[src/rtl/fcd_pkg.sv]
// fcd_pkg: shared constants and elaboration-time helpers for the finger-count decoder.
package fcd_pkg;
  localparam int SYN_NONE = 0;
  function automatic int clog2(input int v);
    int r = 0;
    for (int i = 0; i < 31; i++) if ((1 << i) < v) r = i + 1;
    return r;
  endfunction
  function automatic int parity_count(input int k);
    int p = 0;
    for (int i = 0; i < 8; i++) if ((1 << p) < k + p + 1) p++;
    return p;
  endfunction
  // Hamming position (1-based) of info bit idx: non-power-of-two slots in ascending order.
  function automatic int data_pos(input int k, input int idx);
    int n = 0;
    int pos = 0;
    for (int p = 1; p <= k + parity_count(k); p++)
      if ((p & (p - 1)) != 0) begin
        if (n == idx) pos = p;
        n++;
      end
    return pos;
  endfunction
endpackage

[src/rtl/fcd_map.sv]
// fcd_map: K-bit finger pattern to count (thermometer 1..K, high-run K+1..2K-1, zero 2K) or invalid.
module fcd_map import fcd_pkg::*; #(
  parameter int K = 5,
  parameter int RES_W = clog2(2 * K + 1)
) (
  input  logic [K-1:0]     pat_i,
  output logic [RES_W-1:0] result_o,
  output logic             invalid_o
);
  always_comb begin
    result_o = '0;
    invalid_o = 1'b1;
    if (pat_i == '0) begin
      result_o = RES_W'(2 * K);
      invalid_o = 1'b0;
    end
    for (int n = 1; n <= K; n++)
      if (pat_i == ({K{1'b1}} >> (K - n))) begin
        result_o = RES_W'(n);
        invalid_o = 1'b0;
      end
    for (int m = 1; m < K; m++)
      if (pat_i == ({K{1'b1}} << m)) begin
        result_o = RES_W'(K + m);
        invalid_o = 1'b0;
      end
  end
endmodule

[src/rtl/finger_count_decoder_pipe.sv]
// finger_count_decoder_pipe: 2-stage Hamming-correcting finger-count decoder with valid/ready
// handshake and saturating error statistics.
module finger_count_decoder_pipe import fcd_pkg::*; #(
  parameter int K = 5,
  parameter int CNT_W = 8,
  localparam int P = parity_count(K),
  localparam int CW_W = K + P,
  localparam int RES_W = clog2(2 * K + 1)
) (
  input  logic             clk,
  input  logic             rst_n,
  input  logic             in_valid,
  output logic             in_ready,
  input  logic [CW_W-1:0]  in_cw,
  output logic             out_valid,
  input  logic             out_ready,
  output logic [RES_W-1:0] out_result,
  output logic             out_corrected,
  output logic             out_uncorr,
  output logic             out_invalid,
  input  logic             clr_stats,
  output logic [CNT_W-1:0] cnt_corrected,
  output logic [CNT_W-1:0] cnt_uncorr
);
  logic             s1_valid_q, s2_valid_q, s1_adv, s2_adv, done;
  logic [P-1:0]     syn_d, s1_syn_q;
  logic [K-1:0]     data_d, s1_data_q, fix_data;
  logic [RES_W-1:0] map_result, result_d, s2_result_q;
  logic             map_invalid, corr_d, uncorr_d, invalid_d;
  logic             s2_corr_q, s2_uncorr_q, s2_invalid_q;
  logic [CNT_W-1:0] cnt_corr_q, cnt_corr_d, cnt_uncorr_q, cnt_uncorr_d;

  assign s2_adv = !s2_valid_q || out_ready;
  assign s1_adv = !s1_valid_q || s2_adv;
  assign in_ready = s1_adv;
  assign done = s2_valid_q && out_ready;

  always_comb begin
    syn_d = P'(SYN_NONE);
    for (int i = 1; i <= CW_W; i++) syn_d = syn_d ^ (in_cw[i-1] ? P'(i) : P'(0));
  end

  // A syndrome pointing at a parity slot leaves the data untouched but still counts as corrected.
  for (genvar g = 0; g < K; g++) begin : g_data
    localparam int POS = data_pos(K, g);
    assign data_d[g] = in_cw[POS-1];
    assign fix_data[g] = s1_data_q[g] ^ (s1_syn_q == P'(POS));
  end

  assign corr_d = (s1_syn_q != P'(SYN_NONE)) && (s1_syn_q <= P'(CW_W));
  assign uncorr_d = s1_syn_q > P'(CW_W);

  fcd_map #(.K(K), .RES_W(RES_W)) u_map (
    .pat_i    (fix_data),
    .result_o (map_result),
    .invalid_o(map_invalid)
  );

  assign result_d = uncorr_d ? '0 : map_result;
  assign invalid_d = !uncorr_d && map_invalid;
  assign cnt_corr_d = clr_stats ? '0 : cnt_corr_q + CNT_W'(done && s2_corr_q && !(&cnt_corr_q));
  assign cnt_uncorr_d = clr_stats ? '0 : cnt_uncorr_q + CNT_W'(done && s2_uncorr_q && !(&cnt_uncorr_q));

  always_ff @(posedge clk or negedge rst_n) begin
    if (!rst_n) begin
      s1_valid_q <= 1'b0;
      s1_syn_q <= '0;
      s1_data_q <= '0;
      s2_valid_q <= 1'b0;
      s2_result_q <= '0;
      s2_corr_q <= 1'b0;
      s2_uncorr_q <= 1'b0;
      s2_invalid_q <= 1'b0;
      cnt_corr_q <= '0;
      cnt_uncorr_q <= '0;
    end else begin
      if (s1_adv) s1_valid_q <= in_valid;
      if (s1_adv && in_valid) begin
        s1_syn_q <= syn_d;
        s1_data_q <= data_d;
      end
      if (s2_adv) s2_valid_q <= s1_valid_q;
      if (s2_adv && s1_valid_q) begin
        s2_result_q <= result_d;
        s2_corr_q <= corr_d;
        s2_uncorr_q <= uncorr_d;
        s2_invalid_q <= invalid_d;
      end
      cnt_corr_q <= cnt_corr_d;
      cnt_uncorr_q <= cnt_uncorr_d;
    end
  end

  assign out_valid = s2_valid_q;
  assign out_result = s2_result_q;
  assign out_corrected = s2_corr_q;
  assign out_uncorr = s2_uncorr_q;
  assign out_invalid = s2_invalid_q;
  assign cnt_corrected = cnt_corr_q;
  assign cnt_uncorr = cnt_uncorr_q;
endmodule

[config.mk]
export PLATFORM = sky130hd
export DESIGN_NAME = finger_count_decoder_pipe
export DESIGN_NICKNAME = d
export VERILOG_FILES = /design/src/rtl/fcd_pkg.sv /design/src/rtl/fcd_map.sv /design/src/rtl/finger_count_decoder_pipe.sv
export SDC_FILE = /design/constraint.sdc
export NUM_CORES = 1
export LEC_CHECK = 0
export ABC_AREA = 1
export CAP_MARGIN = 10
export CORE_MARGIN = 2
export CORE_UTILIZATION = 40
export DETAILED_ROUTE_END_ITERATION = 10
export DONT_BUFFER_PORTS = 1
export GPL_TIMING_DRIVEN = 0
export MAX_ROUTING_LAYER = met4
export PLACE_DENSITY = 0.64
export SETUP_SLACK_MARGIN = 0.05
export SLEW_MARGIN = 0
export SYNTH_ARGS = -nofsm -noshare
export SYNTH_HDL_FRONTEND = slang
export SYNTH_HIERARCHICAL = 1
export SYNTH_SLANG_ARGS = --single-unit
[constraint.sdc]
create_clock -name clk -period 1.81 [get_ports clk]
set_input_delay 0.0905 -clock clk [delete_from_list [all_inputs] [get_ports clk]]
set_output_delay 0.0905 -clock clk [all_outputs]
set_load 0.1 [all_outputs]
==> impl_summary.log <==
[metrics] outcome: finished with violations
[metrics] violated checks: setup timing
[metrics] Min-Delay Path Class: in -> reg
[metrics] transition time at the pin with the least slew margin: 0.902 ns
[metrics] total standard cell area after synthesis: 1910 um2
[metrics] Synth async-reset ratio: between 90% and 100%
[metrics] count of TritonRoute iterations in the first routing pass: 4
[metrics] number of cells on the worst reg-to-reg path: 13
[metrics] wire length of the first global-routing pass: 6740 um
[metrics] height of the die: ~73 um
[metrics] number of nets at the end of the flow: 284
[metrics] Antenna Diode Count: 0
[metrics] initial cell density of the core: 41.0%
[metrics] fmax: approximately 520 MHz
[metrics] number of DRC markers in iteration 0: 31
[metrics] clock insertion delay at the later pin of the skew report: roughly 0.29 ns
[metrics] io pins: 39
[metrics] final setup skew: between 0.005 and 0.006 ns
[metrics] Via Count: around 1.7k
[metrics] via count of the first global-routing pass: 1,591
[metrics] antenna violations before repair: 0
[metrics] destination of the worst register-to-register timing path: cnt_uncorr[6]
[metrics] FILL cells: around 440
[metrics] top cell type's share of synthesized area: 44.5%
[metrics] Relative slew margins: 39.8%
[metrics] post-DP HPWL: between 2000 and 3000 um
[metrics] worst reg2reg setup slack: -0.1 ns
[metrics] DRC errors left: 0
[metrics] series of cell instances along the critical path: nand2_4 > inv_2 > nand3_2 > nor2_1 > nor2_1 > ha_2 > ha_4 > nand2_2 > inv_2 > nand2_4 > nor2_1 > o21ai_1 > nor2_1
[metrics] critical path's most frequent cell: sky130_fd_sc_hd__nor2_1
[metrics] capture endpoint of the worst hold path: s1_syn_q[3]
[metrics] most used flip-flop cell after synthesis: sky130_fd_sc_hd__dfrtp_1
[metrics] global placer's final weighted congestion: between 0.8 and 0.9
[metrics] max-slew violation count: 0
[metrics] number of synthesized flops with an enable pin: 0
[metrics] Final setup violation count: 6
[metrics] Data required, critical path: 2.03 ns
[metrics] category of the worst setup path launch point: flip-flop
[metrics] maximum vdd drop: a little over 0.0004 V
[metrics] number of standard-cell rows in the floorplan: 25
[metrics] total count of hold-check failures in the final report: 0
[metrics] proportion of synthesized chip area in sequential cells: 44.5%
[metrics] smallest setup slack after layout: -0.0985 ns
[metrics] main area contributors after synthesis: sky130_fd_sc_hd__dfrtp_1 (45%), sky130_fd_sc_hd__nand2_1 (12%), sky130_fd_sc_hd__nand3_1 (6.3%)
[metrics] CTS tree: built
[metrics] critical path class: reg -> reg
[metrics] largest net degree at the start of global routing: 35
[metrics] largest fanout on the critical path: 4
[metrics] clock slew seen by the registers of the worst setup and hold paths: about 0.070 ns
[metrics] clock buffers created by TritonCTS: 5
[metrics] Tmin final: 1.91 ns
[metrics] utilization of the core after routing: between 50% and 60%
[metrics] total of buffers placed on input and output ports: 0
[metrics] via-per-instance ratio: 5.14
[metrics] highest-delay cell along the critical path: sky130_fd_sc_hd__dfrtp_4
[metrics] clock root buffer: sky130_fd_sc_hd__clkbuf_8
[metrics] Hold Path Cell Cnt: 2
[metrics] max capacitance violation total: 0
[metrics] Detailed Route WL: 4010 um
[metrics] top cell type by total area after synthesis: sky130_fd_sc_hd__dfrtp_1
[metrics] number of cells produced by synthesis: between 200 and 250
[metrics] startpoint of the worst-slack reg-to-reg timing path: cnt_uncorr[4]
[metrics] unrepaired setup endpoints after global routing: true
[metrics] total power divided by cell area: approximately 1000 nW/um2
[metrics] cell with the most instances after synthesis: sky130_fd_sc_hd__nand2_1
[metrics] overflow left after global routing: 0
[metrics] Synth-to-Final Area Change: 30.6%
[metrics] routed length per instance: 12.5 um
[metrics] all-layer global routing usage: between 10% and 20%
[metrics] TritonCTS sink count: 34
[metrics] leading post-synthesis cells by instance count: sky130_fd_sc_hd__nand2_1 (59), sky130_fd_sc_hd__dfrtp_1 (34), sky130_fd_sc_hd__nor2_1 (27)
[metrics] layout cell share with drive strength beyond 1: 36.3%
[metrics] number of H-tree branching levels: 2
[metrics] Seq cells post-synth: 34
[metrics] number of nets with antenna violations after routing: 0
[metrics] Avg Synthesized Cell Area: 7.89 um2
[metrics] distinct cell type count of the synthesized netlist: 28
[metrics] Worst setup EP type: flip-flop
[metrics] core area: around 4700 um2
[metrics] static power due to leakage: ~1.2 nW
[metrics] die area: about 5300 um2
[metrics] DIE WIDTH: around 73 um
[metrics] final worst-path cycle share: 105%
[metrics] slowest stage delay, CP: around 0.64 ns
[metrics] Post-Place Worst Slack: -0.144 ns
[metrics] worst min-delay path startpoint: in_cw[7]
[metrics] Worst Path Arrival: ~2.1 ns
[metrics] buffer depth of the longest clock path: 2
[metrics] number of synthesis warnings: 6
[metrics] syn_nets: 260
worst max path at each step:
stage | cells past startpoint | end | start | slack [ns]
after CTS | 12 | cnt_uncorr[6] | cnt_uncorr[5] | -0.13
after floorplan | 12 | cnt_uncorr[4] | cnt_uncorr[4] | -0.02
after global placement | 11 | cnt_uncorr[7] | cnt_uncorr[4] | -0.1
after global routing | 13 | cnt_uncorr[6] | cnt_uncorr[4] | -0.23
final | 13 | cnt_uncorr[6] | cnt_uncorr[4] | -0.1
after detailed placement | 12 | cnt_uncorr[6] | cnt_uncorr[4] | -0.14
stage by stage:
step                setup TNS [ns]  total power [mW]  area (um2)  cells  hold WS [ns]
floorplan                  -0.0360              1.83        2030    242        -0.205
global placement            -0.393              1.92        2100    296        -0.204
detailed placement          -0.723              1.93        2100    296        -0.204
CTS                         -0.336              2.57        2350    314       0.00598
global route                 -1.22              2.76        2500    321        0.0229
finish                      -0.266              2.61        2500    321        0.0107
state kept, by name (all words and copies together), names as in the netlist:
register and count:
cnt_corrected 8, cnt_uncorr 8, out_corrected 1, out_invalid 1, out_result 4, out_uncorr 1
out_valid 1, s1_data_q 5, s1_syn_q 4, s1_valid_q 1
layout by cell type (no fill, tap or decap), types with 2 or more instances in the layout:
cell type	count
sky130_fd_sc_hd__a21oi_1	6
sky130_fd_sc_hd__buf_2	2
sky130_fd_sc_hd__buf_4	10
sky130_fd_sc_hd__buf_6	2
sky130_fd_sc_hd__clkbuf_8	6
sky130_fd_sc_hd__dfrtp_1	11
sky130_fd_sc_hd__dfrtp_2	7
sky130_fd_sc_hd__dfrtp_4	16
sky130_fd_sc_hd__dlygate4sd3_1	5
sky130_fd_sc_hd__ha_2	2
sky130_fd_sc_hd__ha_4	2
sky130_fd_sc_hd__inv_1	17
sky130_fd_sc_hd__inv_2	10
sky130_fd_sc_hd__inv_4	2
sky130_fd_sc_hd__nand2_1	54
sky130_fd_sc_hd__nand2_2	5
sky130_fd_sc_hd__nand2_4	4
sky130_fd_sc_hd__nand3_1	18
sky130_fd_sc_hd__nand3_2	7
sky130_fd_sc_hd__nand3_4	3
sky130_fd_sc_hd__nand4_1	5
sky130_fd_sc_hd__nor2_1	24
sky130_fd_sc_hd__nor2_2	3
sky130_fd_sc_hd__nor3_1	5
sky130_fd_sc_hd__o21ai_0	3
sky130_fd_sc_hd__o21ai_1	8
sky130_fd_sc_hd__xnor2_1	6
sky130_fd_sc_hd__xnor2_2	4
sky130_fd_sc_hd__xor2_1	4
worst max-delay path, delay by kind of cell (launching register included):
family / cells / cell delay [ns]
simple gates: 8 / 0.64
compound gates: 1 / 0.07
flops: 1 / 0.64
fa+ha+maj: 2 / 0.37
buf+inv: 2 / 0.13
logic make-up after synthesis:
logic type,count (synthesis),synth area share (%)
adder cells (fa/ha/maj),4,2.62
flip-flops,34,44.5
AO/OA/AOI/OAI,23,7.07
XOR/XNOR,15,6.88
buffers and inverters,33,7.01
AND/OR/NAND/NOR,133,31.9
report_power, final:
part | internal, mW | switching, mW | total, mW | leakage (nW)
registers | 0.877 | 0.621 | 1.50 | 0.407
clock network | 0.306 | 0.284 | 0.589 | 0.0472
logic | 0.222 | 0.304 | 0.526 | 0.718
total | 1.40 | 1.21 | 2.61 | 1.17
area by class of cell:
class / instances / area (um2) / area share [%]
plain buffers: 3 / 21.3 / 0.852
flip-flops and latches: 34 / 920 / 36.8
clock inverters: 2 / 12.5 / 0.501
repair buffers: 17 / 156 / 6.27
clock buffers: 6 / 82.6 / 3.31
well taps: 54 / 67.6 / 2.71
inverters: 30 / 118 / 4.71
multi-input cells: 175 / 1120 / 44.8
routing by layer:
| metal | track usage, % | vias to the layer above | share of wire [%] |
|---|---|---|---|
| met4 | 7.00 | 0 | 2.1 |
| met1 | 18.1 | 768 | 41 |
| met5 | - | - | 0 |
| met2 | 28.1 | 43 | 50 |
| met3 | 4.97 | 10 | 6.1 |
| li1 | - | 830 | - |
what timing repair did:
action	CTS	global route
hold buffers	6	0
endpoints found under the hold margin	38	0
endpoints found under the setup margin	13	17
pin swaps	7	10
buffers inserted	4	7
resized for setup	18	22
Power figures use the tool's default switching activity.
